### config.mk
export PLATFORM = sky130hd
export DESIGN_NAME = qeip_apb_master
export DESIGN_NICKNAME = d
export VERILOG_FILES = /design/src/rtl/qeip_pkg.sv /design/src/rtl/qeip_wait_timer.sv /design/src/rtl/qeip_apb_master.sv
export SDC_FILE = /design/constraint.sdc
export NUM_CORES = 1
export LEC_CHECK = 0
export CORE_MARGIN = 10
export CORE_UTILIZATION = 42
export CTS_CLUSTER_SIZE = 40
export DETAILED_ROUTE_END_ITERATION = 8
export PLACE_DENSITY = 0.82
export SLEW_MARGIN = 25
export SYNTH_ARGS = -nofsm -noshare
export SYNTH_HDL_FRONTEND = slang
export SYNTH_SLANG_ARGS = --single-unit
### constraint.sdc
create_clock -name clk -period 2.7 [get_ports clk]
set_input_delay 0.54 -clock clk [delete_from_list [all_inputs] [get_ports clk]]
set_output_delay 0.54 -clock clk [all_outputs]
set_load 0.02 [all_outputs]
### src/rtl/qeip_pkg.sv
`default_nettype none
// ============================================================================
// Module      : qeip_pkg
// Description : Shared definitions for the Grover QEIP APB register window:
//               register offsets inside the 1 KiB window, APB master state
//               encoding, and the function-table word count derivation used
//               by both the master and the accelerator slave.
// Revision    : 1.0 - initial release
// ============================================================================
package qeip_pkg;

    // Register offsets inside the accelerator window
    localparam logic [9:0] QEIP_OFF_TABLE = 10'h000;
    localparam logic [9:0] QEIP_OFF_RUN   = 10'h100;

    // APB master state encoding
    localparam logic [1:0] ST_IDLE   = 2'd0;
    localparam logic [1:0] ST_SETUP  = 2'd1;
    localparam logic [1:0] ST_ACCESS = 2'd2;
    localparam logic [1:0] ST_DONE   = 2'd3;

    typedef enum logic [1:0] {
        S_IDLE   = ST_IDLE,
        S_SETUP  = ST_SETUP,
        S_ACCESS = ST_ACCESS,
        S_DONE   = ST_DONE
    } qeip_state_t;

    // Which part of a command the master is in
    typedef enum logic {
        PH_LOAD = 1'b0,
        PH_RUN  = 1'b1
    } qeip_phase_t;

    // One table bit per basis state, packed BW_DATA bits per word; a table
    // smaller than one word still occupies a full word.
    function automatic int qeip_num_table(input int num_qubit, input int bw_data);
        int exponent;
        exponent = num_qubit - $clog2(bw_data);
        return (exponent > 0) ? (1 << exponent) : 1;
    endfunction

endpackage
`default_nettype wire

### src/rtl/qeip_wait_timer.sv
`default_nettype none
// ============================================================================
// Module      : qeip_wait_timer
// Description : Saturating wait-state counter with clear, enable and
//               threshold compare. timeout is high while the count is at or
//               above THRESHOLD; THRESHOLD = 0 disables the flag entirely.
// Ports       : clk     - clock
//               rstnn   - asynchronous active-low reset
//               clr     - synchronous clear (wins over en)
//               en      - count one wait cycle
//               timeout - registered threshold flag
// Revision    : 1.0 - initial release
// ============================================================================
module qeip_wait_timer #(
    parameter int THRESHOLD = 4096
) (
    input  logic clk,
    input  logic rstnn,
    input  logic clr,
    input  logic en,
    output logic timeout
);

    generate
        if (THRESHOLD == 0) begin : g_disabled
            logic unused_inputs;
            assign unused_inputs = clk ^ rstnn ^ clr ^ en;
            assign timeout       = 1'b0;
        end else begin : g_enabled
            localparam int             CW    = $clog2(THRESHOLD + 1);
            localparam logic [CW-1:0]  LIMIT = CW'(THRESHOLD);

            logic [CW-1:0] count;
            logic [CW-1:0] count_nxt;

            // Saturating at the threshold keeps the counter narrow and makes
            // "count >= THRESHOLD" a plain equality.
            always_comb begin
                count_nxt = count;
                if (clr) begin
                    count_nxt = '0;
                end else if (en && (count != LIMIT)) begin
                    count_nxt = count + CW'(1);
                end
            end

            // The flag is loaded from the same next value as the counter so
            // both registers always agree.
            always_ff @(posedge clk or negedge rstnn) begin
                if (!rstnn) begin
                    count   <= '0;
                    timeout <= 1'b0;
                end else begin
                    count   <= count_nxt;
                    timeout <= (count_nxt == LIMIT);
                end
            end
        end
    endgenerate

endmodule
`default_nettype wire

### src/rtl/qeip_apb_master.sv
`default_nettype none
// ============================================================================
// Module      : qeip_apb_master
// Description : APB initiator for the Grover QEIP accelerator window. One
//               start command writes the oracle function table (unless
//               start_run_only), issues the blocking run read and returns
//               prdata[NUM_QUBIT:0] of that read with a sticky error flag.
// Ports       : clk, rstnn              - clock, async active-low reset
//               start, start_run_only   - command pulse and its mode bit
//               table_bits              - oracle table, word j at
//                                         [BW_DATA*(j+1)-1 -: BW_DATA]
//               busy                    - command in progress
//               result_valid            - one-cycle result strobe
//               result_data, result_err - run read value, OR of pslverr
//               timeout                 - current access waited too long
//               psel..pslverr           - APB master port
// Notes       : NUM_QUBIT must be 1..10 and BASE_ADDR 1 KiB aligned.
// Revision    : 1.0 - initial release
// ============================================================================
module qeip_apb_master
    import qeip_pkg::*;
#(
    parameter int                 BW_DATA        = 32,
    parameter int                 BW_ADDR        = 32,
    parameter int                 NUM_QUBIT      = 5,
    parameter logic [BW_ADDR-1:0] BASE_ADDR      = '0,
    parameter int                 SLVERR_DELAY   = 1,
    parameter int                 TIMEOUT_CYCLES = 4096,
    localparam int                NUM_TABLE      = qeip_num_table(NUM_QUBIT, BW_DATA)
) (
    input  logic                         clk,
    input  logic                         rstnn,
    input  logic                         start,
    input  logic                         start_run_only,
    input  logic [NUM_TABLE*BW_DATA-1:0] table_bits,
    output logic                         busy,
    output logic                         result_valid,
    output logic [NUM_QUBIT:0]           result_data,
    output logic                         result_err,
    output logic                         timeout,
    output logic                         psel,
    output logic                         penable,
    output logic                         pwrite,
    output logic [BW_ADDR-1:0]           paddr,
    output logic [BW_DATA-1:0]           pwdata,
    input  logic [BW_DATA-1:0]           prdata,
    input  logic                         pready,
    input  logic                         pslverr
);

    localparam int                 IW       = (NUM_TABLE > 1) ? $clog2(NUM_TABLE) : 1;
    localparam logic [BW_ADDR-1:0] RUN_ADDR = BASE_ADDR + BW_ADDR'(QEIP_OFF_RUN);

    qeip_state_t                  state;
    qeip_phase_t                  phase;
    logic [IW-1:0]                idx;
    logic [IW-1:0]                idx_nxt;
    logic [NUM_TABLE*BW_DATA-1:0] table_q;
    logic                         err;
    logic                         err_sample;
    logic [NUM_QUBIT:0]           run_data;
    logic                         wait_clr;
    logic                         wait_en;
    logic                         unused_prdata;

    // Only the measured state index of the run read is returned
    assign unused_prdata = ^prdata[BW_DATA-1:NUM_QUBIT+1];

    function automatic logic [BW_ADDR-1:0] table_addr(input logic [IW-1:0] i);
        logic [9:0] off;
        off = QEIP_OFF_TABLE + 10'({i, 2'b00});
        return BASE_ADDR + BW_ADDR'(off);
    endfunction

    function automatic logic [BW_DATA-1:0] table_word(
        input logic [NUM_TABLE*BW_DATA-1:0] t,
        input logic [IW-1:0]                i
    );
        return t[BW_DATA*int'(i) +: BW_DATA];
    endfunction

    assign idx_nxt = idx + IW'(1);

    // ------------------------------------------------------------------
    // pslverr sampling point
    // ------------------------------------------------------------------
    generate
        if (SLVERR_DELAY == 0) begin : g_slverr_now
            // penable is only ever high in ACCESS
            assign err_sample = pslverr && penable && pready;
        end else begin : g_slverr_late
            logic completed;
            always_ff @(posedge clk or negedge rstnn) begin
                if (!rstnn) begin
                    completed <= 1'b0;
                end else begin
                    completed <= penable && pready;
                end
            end
            // The cycle after a completion is always the next SETUP or DONE
            assign err_sample = pslverr && completed;
        end
    endgenerate

    // ------------------------------------------------------------------
    // Wait-state timer: restarted outside ACCESS and on completion so the
    // flag only describes the transfer currently stalled on pready.
    // ------------------------------------------------------------------
    assign wait_clr = (state != S_ACCESS) || pready;
    assign wait_en  = (state == S_ACCESS) && !pready;

    qeip_wait_timer #(
        .THRESHOLD (TIMEOUT_CYCLES)
    ) u_wait_timer (
        .clk     (clk),
        .rstnn   (rstnn),
        .clr     (wait_clr),
        .en      (wait_en),
        .timeout (timeout)
    );

    // ------------------------------------------------------------------
    // Command FSM. The state register names the bus phase currently being
    // driven, so every APB output is loaded on the edge that enters it.
    // ------------------------------------------------------------------
    always_ff @(posedge clk or negedge rstnn) begin
        if (!rstnn) begin
            state        <= S_IDLE;
            phase        <= PH_LOAD;
            idx          <= '0;
            table_q      <= '0;
            err          <= 1'b0;
            run_data     <= '0;
            psel         <= 1'b0;
            penable      <= 1'b0;
            pwrite       <= 1'b0;
            paddr        <= BASE_ADDR;
            pwdata       <= '0;
            busy         <= 1'b0;
            result_valid <= 1'b0;
            result_data  <= '0;
            result_err   <= 1'b0;
        end else begin
            result_valid <= 1'b0;
            if (err_sample) begin
                err <= 1'b1;
            end

            case (state)
                S_IDLE: begin
                    if (start) begin
                        table_q <= table_bits;
                        idx     <= '0;
                        err     <= 1'b0;
                        busy    <= 1'b1;
                        psel    <= 1'b1;
                        penable <= 1'b0;
                        state   <= S_SETUP;
                        if (start_run_only) begin
                            phase  <= PH_RUN;
                            paddr  <= RUN_ADDR;
                            pwrite <= 1'b0;
                            pwdata <= '0;
                        end else begin
                            // Word 0 comes straight from the input; the
                            // captured copy is only ready next cycle.
                            phase  <= PH_LOAD;
                            paddr  <= table_addr('0);
                            pwrite <= 1'b1;
                            pwdata <= table_bits[BW_DATA-1:0];
                        end
                    end
                end

                S_SETUP: begin
                    penable <= 1'b1;
                    state   <= S_ACCESS;
                end

                S_ACCESS: begin
                    if (pready) begin
                        penable <= 1'b0;
                        if (phase == PH_LOAD) begin
                            state <= S_SETUP;
                            if (int'(idx) < NUM_TABLE - 1) begin
                                idx    <= idx_nxt;
                                paddr  <= table_addr(idx_nxt);
                                pwdata <= table_word(table_q, idx_nxt);
                            end else begin
                                phase  <= PH_RUN;
                                paddr  <= RUN_ADDR;
                                pwrite <= 1'b0;
                                pwdata <= '0;
                            end
                        end else begin
                            run_data <= prdata[NUM_QUBIT:0];
                            psel     <= 1'b0;
                            state    <= S_DONE;
                        end
                    end
                end

                S_DONE: begin
                    // A delayed pslverr for the run read lands in this cycle
                    state        <= S_IDLE;
                    busy         <= 1'b0;
                    result_valid <= 1'b1;
                    result_data  <= run_data;
                    result_err   <= err || err_sample;
                end

                default: begin
                    state <= S_IDLE;
                end
            endcase
        end
    end

endmodule
`default_nettype wire
==> flow_summary.ini, run 1 <==
[outcome]
outcome = finished clean

[finish]
nets = 433
fillers = 630
drive_above_1_share = 0.1230
instances_no_fill = 465
diodes = 0
syn2layout_area_growth_pct = 34.56

[clock_tree]
clk_path_buf_depth = 2
cts-resized-gates = 0
cts_tree = done
numClockSinks = 70
cts_buffers = 9
cts-root-buf = clkbuf_8
clk_latency_ns = 0.34
clk_pin_slew_ns = 0.08
ctsHoldBuffers = 0
cts_setup_buffers = 0
htreeDepth = 3

[synth]
seq_area_frac_synth = 0.5523
synth_seq_cells = 70
postSynthCellCount = 268
async_reset_ff_frac = 1.000
ys_types = 44
synth-main-ff-cell = dfrtp_1
syn-cell-area_um2 = 3172
synth_edf_count = 0
yosysWarnings = 0
avgSynthCellArea_um2 = 11.84

[route]
avgRoutedWirePerCell_um = 15.82
route.met3.wl_um = 626
m1WireLength_mm = 3.190
routed_via_density = 4.837
wirelength_mm = 7.357
route.met2.wl_mm = 3.408
routed.top_layer = met4
routed-via-count = 2249
drtAntennaViolNets = 0
first_pass_iters = 4
drt_iter0_drc = 46
drc_errors = 0

[floorplanning]
rows = 31
initial_core_util = 0.4350
ioPinCount = 147
core-area_um2 = 7292
die_area_um2 = 11430
dieWidth_um = 106.9
die_h_um = 106.9

[placed_design]
io_buffers = 89
place_ws_ns = 0.4486
place_inst = 449
dpl.hpwl_mm = 5.361
place.gp.congestion = 0.8693

[timing]
fin_crit_sh = 0.7593
skew_ns = 0.007991
final.setup.tns_ns = 0
rsz0062_at_grt = no
finalWorstSetupSlack_ns = 0.6498
period_needed_ns = 2.050
fmax_mhz = 487.8
slew_headroom = 0.4385
worstMarginPinSlew_ns = 0.8423
setup_viol = 0
hold_viol_final = 0
drv_slew = 0

[global_routing]
antenna_found_initial = 0
grt_pass1_wl_mm = 12.06
grt_max_degree = 71
grt_overflow = 0
grt_usage = 0.1308
grt_pass1_vias = 2371

[worst_setup_path]
crit_type = reg2reg
end_kind = register
critPathMaxFanout = 6
start_kind = register
cp.required_ns = 2.94
cp.arrival_ns = 2.29

[power]
vdd_ir_drop_max_v = 0.0005662
power.density_nw_per_um2 = 1025
p_leak_nw = 1.878

[flow_run]
drv_cap = 0

[worst_hold_path]
holdCritPathClass = in2async
==> final timing paths <==
check | from | end | slack (ns) | cells past startpoint
hold reg to reg | pwrite$_DFFE_PN0P_ | pwrite$_DFFE_PN0P_ | 0.49 | 1
hold / removal | rstnn | run_data[2]$_DFFE_PN0P_ | 0.39 | 2
setup / recovery | u_wait_timer.g_enabled.count[0]$_DFF_PN0_ | u_wait_timer.timeout$_DFF_PN0_ | 0.65 | 6
max in group asynchronous | rstnn | pwdata[20]$_DFFE_PN0P_ | 1.76 | 2
setup reg to reg | u_wait_timer.g_enabled.count[0]$_DFF_PN0_ | u_wait_timer.timeout$_DFF_PN0_ | 0.65 | 6
min in group clk | pwrite$_DFFE_PN0P_ | pwrite$_DFFE_PN0P_ | 0.49 | 1
==> metal layers <==
metal  global-route usage  vias to the layer above
li1                     -                     1068
met2               0.1914                       83
met5                    0                        -
met1               0.1611                     1087
met3              0.05928                       11
met4              0.06093                        0
==> layout make-up <==
type / count / area [µm²] / area share
clock inverter: 6 / 93.84 / 0.02199
inverter: 6 / 22.52 / 0.005277
clock buffer: 10 / 127.6 / 0.02990
tap: 99 / 123.9 / 0.02902
sequential: 70 / 1752 / 0.4104
multi-input combinational: 180 / 1225 / 0.2870
timing repair buffer: 94 / 923.4 / 0.2164
==> placed cells by master, fill, tap and decap left out, drive strengths merged, types with 2 or more instances in the layout <==
cell type       n
dfrtp          70
nor3b           3
nand2b          5
nand2          11
nand4           5
a21oi          10
nor4            2
or2             2
and4            2
inv             8
nor2           21
xor2            5
xnor2           6
a22o           32
mux2           12
and2            2
conb           31
clkbuf         10
bufinv          2
o21ai           5
buf             6
nand3           6
nor2b           2
ha              2
nor3            3
clkdlybuf4s50  88
==> cell families after synthesis <==
group | Yosys count | synth area share
other cells | 1 | 0.001182
mux | 13 | 0.04970
xor+xnor | 11 | 0.03037
buf+inv | 48 | 0.09901
compound gates | 55 | 0.1357
flops | 70 | 0.5523
simple gates | 68 | 0.1239
fa+ha+maj | 2 | 0.007888
==> flip-flops by register name, indices dropped and copies added, names as in the netlist, 2 cells and up <==
name and count:
run_data 6, u_wait_timer.g_enabled.count 13, pwdata 32, result_data 6, state 2
==> worst max-delay path: stages (launching register included) <==
cell and delay (ns):
dfrtp_1 0.45, ha_1 0.29, or3_1 0.38, a211o_1 0.31, a211oi_2 0.21, o311ai_1 0.16
nor4_2 0.15
==> Yosys cell counts (2+ instances only) <==
cell,instances,area share
a21oi_1,10,0.016
a22o_1,32,0.088
and2_1,2,0.0039
buf_2,7,0.011
buf_4,31,0.073
clkbuf_1,2,0.0024
dfrtp_1,70,0.55
ha_1,2,0.0079
inv_1,6,0.0071
mux2_2,12,0.043
nand2_1,11,0.013
nand2b_1,5,0.0099
nand3_1,6,0.0095
nand4_1,5,0.0099
nor2_1,21,0.025
nor2b_1,2,0.0039
nor3_1,2,0.0032
nor4_2,2,0.0079
o21ai_0,5,0.0079
or2_2,2,0.0039
xnor2_1,6,0.017
xor2_1,5,0.014
==> power breakdown <==
part | switching, mW | leakage, nW | internal [mW]
combinational | 0.890 | 0.864 | 0.883
sequential | 0.251 | 0.906 | 1.42
clock | 0.405 | 0.107 | 0.528
total | 1.55 | 1.88 | 2.83
==> metrics by stage <==
stage,power (mW),hold WS [ns],util,area (µm²)
final,4.373,0.3924,0.5853,4268
after CTS,4.426,0.4246,0.5853,4268
after detailed placement,3.476,0.4809,0.5549,4046
after global placement,3.435,0.4615,0.5549,4046
after global routing,4.633,0.4619,0.5853,4268
after floorplan,2.664,0.2444,-,3284
Power figures use the tool's default switching activity.
==> inputs of run 2 (changes only) <==
--- a/config.mk
+++ b/config.mk
@@ -6,10 +6,10 @@
 export NUM_CORES = 1
 export LEC_CHECK = 0
 export CORE_MARGIN = 10
-export CORE_UTILIZATION = 42
+export CORE_UTILIZATION = 41
 export CTS_CLUSTER_SIZE = 40
 export DETAILED_ROUTE_END_ITERATION = 8
-export PLACE_DENSITY = 0.82
+export PLACE_DENSITY = 0.81
 export SLEW_MARGIN = 25
 export SYNTH_ARGS = -nofsm -noshare
 export SYNTH_HDL_FRONTEND = slang
==> constraint.sdc (replaced) <==
create_clock -name clk -period 2.1 [get_ports clk]
set_input_delay 0.42 -clock clk [delete_from_list [all_inputs] [get_ports clk]]
set_output_delay 0.42 -clock clk [all_outputs]
set_load 0.02 [all_outputs]
==> flow_summary.ini, run 2 (synthesized netlist as in run 1, its figures left out) <==
[outcome]
outcome = finished clean

[floorplanning]
die_h_um = 108.0
core-area_um2 = 7607
die_area_um2 = 11650
initial_core_util = 0.4169
ioPinCount = 147
dieWidth_um = 108.0
rows = 32

[clock_tree]
clk_pin_slew_ns = 0.08
ctsHoldBuffers = 0
cts-root-buf = clkbuf_8
htreeDepth = 3
clk_path_buf_depth = 2
cts_tree = done
clk_latency_ns = 0.35
cts_buffers = 9
numClockSinks = 70

[timing]
hold_viol_final = 0
period_needed_ns = 1.956
fmax_mhz = 511.2
final.setup.tns_ns = 0
drv_slew = 0
fin_crit_sh = 0.9316
setup_viol = 0
skew_ns = 0.01085
hold_slack_ns = 0.07248
rsz0062_at_grt = yes

[global_routing]
grt_pass1_vias = 2493
grt_overflow = 0
antenna_found_initial = 0
grt_usage = 0.1356
grt_pass1_wl_mm = 12.49
grt_max_degree = 71

[power]
power.density_nw_per_um2 = 1315
vdd_ir_drop_max_v = 0.0008050
p_leak_nw = 1.945

[finish]
final_cell_mix = clkdlybuf4s50_1 (88), dfrtp_1 (68), a22o_1 (32)
top_regs = pwdata x32, u_wait_timer.g_enabled.count x13
fillers = 628
fin_util = 0.5813
drive_above_1_share = 0.1618
regMostFlops = pwdata
syn2layout_area_growth_pct = 39.41
final_common_cell = clkdlybuf4s50_1
instances_no_fill = 479
nets = 444
diodes = 0
largest_reg_flops = 32

[route]
drc_errors = 0
drt_iter0_drc = 81
routed_via_density = 4.992
routed-via-count = 2391
wirelength_mm = 7.887
first_pass_iters = 4
avgRoutedWirePerCell_um = 16.47
drtAntennaViolNets = 0

[placed_design]
place.gp.congestion = 0.8179
dpl.hpwl_mm = 5.663
io_buffers = 89
place_inst = 457

[worst_setup_path]
cp.required_ns = 2.35
start_kind = register
cp.arrival_ns = 2.21
ff2ff_path_depth = 6
end_kind = register
crit_type = reg2reg
critPathMaxFanout = 4

[flow_run]
drv_cap = 0

[worst_hold_path]
holdCritPathClass = in2async
[run 2: cell types whose count changed in the layout (fill, tap and decap cells not counted)]
cell | before | now
ha_1 | 2 | 1
dfrtp_1 | 70 | 68
ha_4 | 0 | 1
clkbuf_1 | 1 | 0
dfrtp_2 | 0 | 2
buf_12 | 0 | 3
o311ai_2 | 0 | 1
buf_4 | 5 | 13
o311ai_1 | 1 | 0
inv_8 | 0 | 1
[run 2: what timing repair did]
action / 4_1_cts / 5_1_grt
buffers inserted: 0 / 6
hold endpoints to repair: 0 / 0
gates resized for setup: 0 / 5
endpoints found under the setup margin: 0 / 1
[run 2: worst paths after layout]
check	endpoint	start	slack (ns)
max reg2reg	u_wait_timer.timeout$_DFF_PN0_	u_wait_timer.g_enabled.count[0]$_DFF_PN0_	0.14
min reg2reg	pwrite$_DFFE_PN0P_	pwrite$_DFFE_PN0P_	0.50
max	u_wait_timer.timeout$_DFF_PN0_	u_wait_timer.g_enabled.count[0]$_DFF_PN0_	0.14
min in group clk	pwrite$_DFFE_PN0P_	pwrite$_DFFE_PN0P_	0.50
min	pwdata[22]$_DFFE_PN0P_	rstnn	0.07
max in group asynchronous	u_wait_timer.g_enabled.count[1]$_DFF_PN0_	rstnn	1.70
[run 2: through the flow]
stage	instance area [µm²]	power [mW]	setup WS, ns
4_1_cts	4354	5.837	0.1253
6_report	4422	5.813	0.1437
5_1_grt	4422	6.148	-0.01519
2_1_floorplan	3284	3.426	0.2654
3_3_place_gp	4125	4.493	0.1308
3_5_place_dp	4125	4.558	0.1129
[run 2: report_power, final]
part | internal (mW) | switching, mW | total [mW]
Sequential | 1.82 | 0.332 | 2.15
Clock | 0.687 | 0.559 | 1.25
Combinational | 1.21 | 1.20 | 2.41
Total | 3.72 | 2.09 | 5.81
[run 2: routing by layer]
layer	GRT usage	up-vias	part of all wire
li1	-	1090	-
met1	0.1473	1195	0.38
met2	0.2116	96	0.48
met3	0.08507	10	0.13
met4	0.04866	0	0.011
met5	0	-	0
[run 2: final cells by class]
class | instances | area (µm²) | share of cell area
Clock buffer | 9 | 123.9 | 0.02801
Clock inverter | 7 | 105.1 | 0.02377
Multi-Input combinational cell | 180 | 1245 | 0.2815
Tap cell | 102 | 127.6 | 0.02886
Inverter | 6 | 22.52 | 0.005093
Timing Repair Buffer | 105 | 1044 | 0.2360
Sequential cell | 70 | 1754 | 0.3967
[run 2: critical path, stage by stage (launching register included)]
cell and delay, ns:
dfrtp_2 0.45, ha_4 0.17, or3_1 0.33, a211o_1 0.28
a211oi_2 0.26, o311ai_2 0.15, nor4_2 0.23
